File: src/rtl/mmio_io_hub.sv
// mmio_io_hub: register-mapped switch/channel/keypad/LED/segment hub with blocking confirm and key reads.
// Define MMIO_TIMEOUT_EN to bound blocking reads by TIMEOUT_CYC cycles (result 32'hFFFF_FFFF, sticky tout).
module mmio_io_hub #(
    parameter logic [31:0] ADDR_BASE  = 32'hFFFF_FC00,
    parameter int          N_IN       = 4,
    parameter int          FIFO_DEPTH = 8,
    parameter int          LED_W      = 16
`ifdef MMIO_TIMEOUT_EN
    , parameter int        TIMEOUT_CYC = 50_000_000
`endif
) (
    input  logic                 clk,
    input  logic                 rst,
    input  logic                 io_read,
    input  logic                 io_write,
    input  logic [31:0]          addr,
    input  logic [31:0]          wdata,
    output logic [31:0]          rdata,
    output logic                 io_stall,
    input  logic [15:0]          sw_in,
    input  logic [16*N_IN-1:0]   ch_in,
    input  logic                 conf_btn,
    input  logic                 key_valid,
    input  logic [3:0]           key_code,
    output logic [LED_W-1:0]     led_out,
    output logic [31:0]          seg_out
);
    localparam int PW = $clog2(FIFO_DEPTH);
    typedef enum logic [1:0] {IDLE, WAIT_CONF, WAIT_KEY, DONE} state_t;
    state_t          state_q, state_d;
    logic [3:0]      mem_q [FIFO_DEPTH];
    logic [PW-1:0]   wr_q, rd_q;
    logic [6:0]      cnt_q;
    logic [31:0]     cap_q, cap_d, seg_q;
    logic [LED_W-1:0] led_q;
    logic [15:0]     ch [8];
    logic [5:0]      off;
    logic            ovf_q, conf_prev_q, tout, tmo;
    logic            hit, rd, wr, empty, full, pop, push, stat_rd, conf_edge;
    logic            unused;

    for (genvar i = 0; i < 8; i++) begin : g_ch
        if (i < N_IN) begin : g_on
            assign ch[i] = ch_in[16*i +: 16];
        end else begin : g_off
            assign ch[i] = '0;
        end
    end

    assign unused    = ^addr[1:0];
    assign hit       = addr[31:8] == ADDR_BASE[31:8];
    assign off       = addr[7:2];
    assign rd        = io_read & hit;
    assign wr        = io_write & hit;
    assign empty     = cnt_q == 7'd0;
    assign full      = cnt_q == 7'(FIFO_DEPTH);
    assign conf_edge = conf_btn & ~conf_prev_q;
    // a push into a full FIFO still lands when the head leaves in the same cycle
    assign push      = key_valid & (~full | pop);
    assign stat_rd   = (state_q == IDLE) & rd & (off == 6'd3);
    assign led_out   = led_q;
    assign seg_out   = seg_q;

    always_comb begin
        state_d  = state_q;
        cap_d    = cap_q;
        pop      = 1'b0;
        io_stall = 1'b0;
        case (state_q)
            IDLE: begin
                if (rd && off == 6'd1) begin
                    io_stall = 1'b1;
                    state_d  = WAIT_CONF;
                end else if (rd && off == 6'd2) begin
                    io_stall = empty;
                    pop      = ~empty;
                    state_d  = empty ? WAIT_KEY : IDLE;
                end
            end
            WAIT_CONF: begin
                io_stall = 1'b1;
                if (conf_edge) begin
                    cap_d   = {16'b0, sw_in};
                    state_d = DONE;
                end else if (tmo) begin
                    cap_d   = '1;
                    state_d = DONE;
                end
            end
            WAIT_KEY: begin
                io_stall = 1'b1;
                if (!empty) begin
                    pop     = 1'b1;
                    cap_d   = {28'b0, mem_q[rd_q]};
                    state_d = DONE;
                end else if (tmo) begin
                    cap_d   = '1;
                    state_d = DONE;
                end
            end
            default: state_d = IDLE;
        endcase
    end

    always_comb begin
        rdata = '0;
        if (state_q == DONE) rdata = cap_q;
        else if (rd && state_q == IDLE) begin
            case (off)
                6'd0:    rdata = {16'b0, sw_in};
                6'd2:    rdata = empty ? '0 : {28'b0, mem_q[rd_q]};
                6'd3:    rdata = {21'b0, tout, ovf_q, full, empty, cnt_q};
                6'd4:    rdata = 32'(led_q);
                6'd5:    rdata = seg_q;
                default: rdata = (off[5:3] == 3'd1) ? {16'b0, ch[off[2:0]]} : '0;
            endcase
        end
    end

    always_ff @(posedge clk) begin
        if (rst) begin
            state_q     <= IDLE;
            cap_q       <= '0;
            wr_q        <= '0;
            rd_q        <= '0;
            cnt_q       <= '0;
            ovf_q       <= 1'b0;
            conf_prev_q <= 1'b0;
            led_q       <= '0;
            seg_q       <= '0;
        end else begin
            state_q     <= state_d;
            cap_q       <= cap_d;
            conf_prev_q <= conf_btn;
            wr_q        <= wr_q + PW'(push);
            rd_q        <= rd_q + PW'(pop);
            cnt_q       <= cnt_q + 7'(push) - 7'(pop);
            ovf_q       <= (key_valid & full & ~pop) | (ovf_q & ~stat_rd);
            if (wr && off == 6'd4) led_q <= wdata[LED_W-1:0];
            if (wr && off == 6'd5) seg_q <= wdata;
        end
    end

    always_ff @(posedge clk) begin
        if (push) mem_q[wr_q] <= key_code;
    end

`ifdef MMIO_TIMEOUT_EN
    logic [31:0] tcnt_q;
    logic        tout_q;
    assign tmo  = tcnt_q == 32'(TIMEOUT_CYC - 1);
    assign tout = tout_q;
    always_ff @(posedge clk) begin
        if (rst) begin
            tcnt_q <= '0;
            tout_q <= 1'b0;
        end else begin
            tcnt_q <= (state_q == IDLE) ? '0 : tcnt_q + 32'd1;
            tout_q <= (tmo & (((state_q == WAIT_CONF) & ~conf_edge) | ((state_q == WAIT_KEY) & empty)))
                      | (tout_q & ~stat_rd);
        end
    end
`else
    assign tmo  = 1'b0;
    assign tout = 1'b0;
`endif
endmodule

File: config.mk
export PLATFORM = sky130hd
export DESIGN_NAME = mmio_io_hub
export DESIGN_NICKNAME = d
export VERILOG_FILES = /design/src/rtl/mmio_io_hub.sv
export SDC_FILE = /design/constraint.sdc
export NUM_CORES = 1
export LEC_CHECK = 0
export CAP_MARGIN = 30
export CELL_PAD_IN_SITES_DETAIL_PLACEMENT = 2
export CELL_PAD_IN_SITES_GLOBAL_PLACEMENT = 2
export CORE_MARGIN = 3
export CORE_UTILIZATION = 27
export DETAILED_ROUTE_END_ITERATION = 8
export MAX_ROUTING_LAYER = met4
export PLACE_DENSITY_LB_ADDON = 0.2
export REMOVE_ABC_BUFFERS = 1
export SLEW_MARGIN = 15
export SYNTH_ARGS = -nofsm -noshare
export SYNTH_HDL_FRONTEND = slang
export SYNTH_SLANG_ARGS = --single-unit
File: constraint.sdc
create_clock -name clk -period 3.84 [get_ports clk]
set_input_delay 0.576 -clock clk [delete_from_list [all_inputs] [get_ports clk]]
set_output_delay 0.576 -clock clk [all_outputs]
set_load 0.005 [all_outputs]
==> metrics.yaml <==
worst_slew_pin_slew_ps: 883
run_status: "completed"
die_area_sq_mm: 0.0244
num_vias: 5812
clockRootBuffer: "clkbuf_16"
hold_slack_ps: 463
final.setup_skew_ps: 7.86
drt_pre_antenna_iters: 4
design.core.area_sq_mm: 0.0220
vdd_drop_max_mv: 0.329
endpoint_kind: "primary output"
critPathLaunchType: "input pin"
hold_violations: 0
die_w_um: 156
cts_tree: "built"
first_global_vias: 6771
synthXorXnorAreaFrac_pct: 0.864
cts.sinks: 113
critPathKind: "input pin to primary output"
synth_fa_ha_area_share_pct: 4.24
synthMuxAreaShare_pct: 18.9
syn_to_final_growth_pct: 58.8
post-dp-hpwl_um: 20600
clkTransAtPathRegs_ps: 60
synth_flop_cell: "dfxtp_1"
viasPerCell: 5.13
std_cell_rows: 54
layout-drive-gt1-share_pct: 16.7
fin_tns_setup_ps: 0
worst-path-max-fanout: 14
ys_warn_count: 0
max_freq_ghz: 0.267
syn_inst: 573
synthArstFlopShare_pct: 0
synth-seq-cells: 113
nNetsFinal: 1013
fillCellCount: 2257
final_util_pct: 44.0
numCtsBuffers: 17
first_iter_violations: 262
drv_slew: 0
cts_max_level: 4
avgSynthCellArea_sq_um: 10.6
synth_simple_gate_area_share_pct: 17.5
insertion_delay_ps: 430
gp_congestion: 0.824
ant_nets: 0
finalPower_w: 0.00426
cts_buffer_depth: 2
wl_per_cell_um: 24.3
cap_violations: 0
setup_slack_ps: 97.4
drt-total-wl_um: 27500
final-setup-viol-count: 0
crit_required_ps: 3260
port_buffers: 232
min_from: "cap_q[15]$_SDFFE_PP0P_"
grt_max_degree: 38
synth_edf_count: 32
hp-class: "flop to flop"
synth_top_family_by_area: "multiplexers"
drc: 0
overflow: 0
pre_cts_slack_ps: -426
syn_area_sq_mm: 0.00608
worst_ep_arrival_time_ps: 3170
start_util_pct: 27.7
power_leakage_nw: 3.88
setup.worst_path.start: "addr[3]"
period_needed_ps: 3740
synth_compound_area_share_pct: 12.0
grt_use_total_pct: 23.4
yosysSeqAreaShare_pct: 42.5
powerDensity_mw_per_mm2: 441
relSlewSlack_pct: 41.2
grt_pass1_wl_um: 41300
io_pins: 235
finalCritPeriodShare_pct: 97.5
r2r-start: "cnt_q[5]$_SDFF_PP0_"
grt_antenna_before_repair: 1
die_h_um: 156
synth.distinct_cells: 55
## final timing paths
kind / to / slack, ps / cells after the start
max reg2reg: cnt_q[6]$_SDFF_PP0_ / 300 / 18
min: cap_q[15]$_SDFFE_PP0P_ / 460 / 2
max: rdata[1] / 100 / 10
min reg2reg: cap_q[15]$_SDFFE_PP0P_ / 460 / 2
## metal layers
metal  wire [um]  up-vias  part of all wire (%)  track usage [%]
li1            -     2655                     -                -
met1       11100     2936                    40             26.9
met2       14200      196                    52             40.9
met3        1800       25                   6.5             5.66
met4         357        0                   1.3             5.59
met5           0        -                     0                -
## flip-flops by register name, summed over array words and instances, names as in the netlist, 2 cells and up
name     count
wr_q         3
rd_q         3
led_out     16
seg_out     32
cap_q       16
cnt_q        7
state_q      2
mem_q       32
## where the power goes
| part | total [W] | switching, W | internal [W] |
|---|---|---|---|
| Combinational | 0.00116 | 0.000619 | 0.000538 |
| Clock | 0.00167 | 0.000609 | 0.00106 |
| Sequential | 0.00144 | 0.000103 | 0.00133 |
## synth_stat cells (6+ instances only)
cell type | instances | area, sq um
ha_1 | 19 | 238
a21oi_1 | 35 | 175
nor3_1 | 9 | 45.0
o21ai_0 | 8 | 40.0
nand4_1 | 6 | 37.5
nor2b_1 | 6 | 37.5
buf_2 | 8 | 40.0
a221oi_1 | 16 | 140
inv_1 | 16 | 60.1
mux4_2 | 24 | 541
nor2_1 | 71 | 267
nand3b_1 | 12 | 90.1
nand2_1 | 37 | 139
edfxtp_1 | 32 | 961
nand2b_1 | 7 | 43.8
o31ai_1 | 8 | 60.1
and2_1 | 18 | 113
a221o_1 | 8 | 80.1
dfxtp_1 | 81 | 1620
mux2i_1 | 61 | 611
clkbuf_1 | 22 | 82.6
## kinds of logic (layout without fill, tap and decap cells)
| family | after synthesis | in the layout |
|---|---|---|
| simple gates | 195 | 195 |
| flops | 113 | 113 |
| compound gates | 100 | 100 |
| mux | 85 | 85 |
| buf+inv | 54 | 333 |
| fa+ha+maj | 20 | 20 |
| xor+xnor | 6 | 6 |
| other cells | 0 | 1 |
## stage by stage
| stage | cell area (sq um) | cells |
|---|---|---|
| finish | 9660 | 1133 |
| CTS | 9600 | 1132 |
| detailed placement | 8900 | 1092 |
| floorplan | 5900 | 535 |
| global route | 9660 | 1133 |
| global placement | 8900 | 1092 |
## worst max-delay path, cell delays in order
cell	delay, ps
clkdlybuf4s50_1	470
buf_4	250
nand2_1	90
o211ai_1	120
buf_4	200
a221o_1	290
a221oi_1	280
o21ai_0	190
a22o_1	240
clkdlybuf4s50_1	450
## cell usage in the layout, fill, tap and decap left out, types with 3 or more instances in the layout
cell type | Yosys | routed
o21ai_0 | 8 | 5
nand3b_1 | 12 | 12
clkdlybuf4s50_1 | 0 | 219
nor2b_1 | 6 | 6
dfxtp_1 | 81 | 81
ha_1 | 19 | 19
and2_1 | 18 | 18
nand2b_1 | 7 | 6
a22o_1 | 4 | 4
mux2i_1 | 61 | 61
nor3_2 | 1 | 3
inv_1 | 16 | 16
nor3b_1 | 3 | 3
dlymetal6s2s_1 | 0 | 4
nand3_1 | 5 | 4
buf_6 | 2 | 5
inv_4 | 0 | 4
clkbuf_16 | 0 | 17
nand2_1 | 37 | 37
mux4_2 | 24 | 24
xnor2_1 | 4 | 4
a221o_1 | 8 | 8
nor2_1 | 71 | 71
bufinv_16 | 0 | 3
edfxtp_1 | 32 | 32
buf_4 | 5 | 48
nor3_1 | 9 | 7
nor4b_2 | 4 | 3
o211ai_1 | 5 | 5
dlygate4sd2_1 | 0 | 7
a221oi_1 | 16 | 15
nand4_1 | 6 | 6
a21oi_1 | 35 | 33
o31ai_1 | 8 | 8
o41ai_2 | 4 | 4
## layout make-up
type | count | area (sq um) | share of cell area (%)
flip-flops and latches | 113 | 2580 | 26.7
clock inverters | 12 | 153 | 1.58
diodes | 1 | 2.50 | 0.0259
repair buffers | 285 | 2730 | 28.3
multi-input cells | 406 | 3320 | 34.4
well taps | 280 | 350 | 3.63
clock buffers | 20 | 457 | 4.73
inverters | 16 | 60.1 | 0.622
## repair_timing
| item | in CTS | in global routing |
|---|---|---|
| buffers inserted | 7 | 0 |
| hold buffers | 0 | 0 |
| endpoints found under the setup margin | 26 | 23 |
| pin swaps | 9 | 7 |
| gates cloned | 1 | 0 |
| gates resized for setup | 20 | 14 |
(Power assumes the default switching activity.)
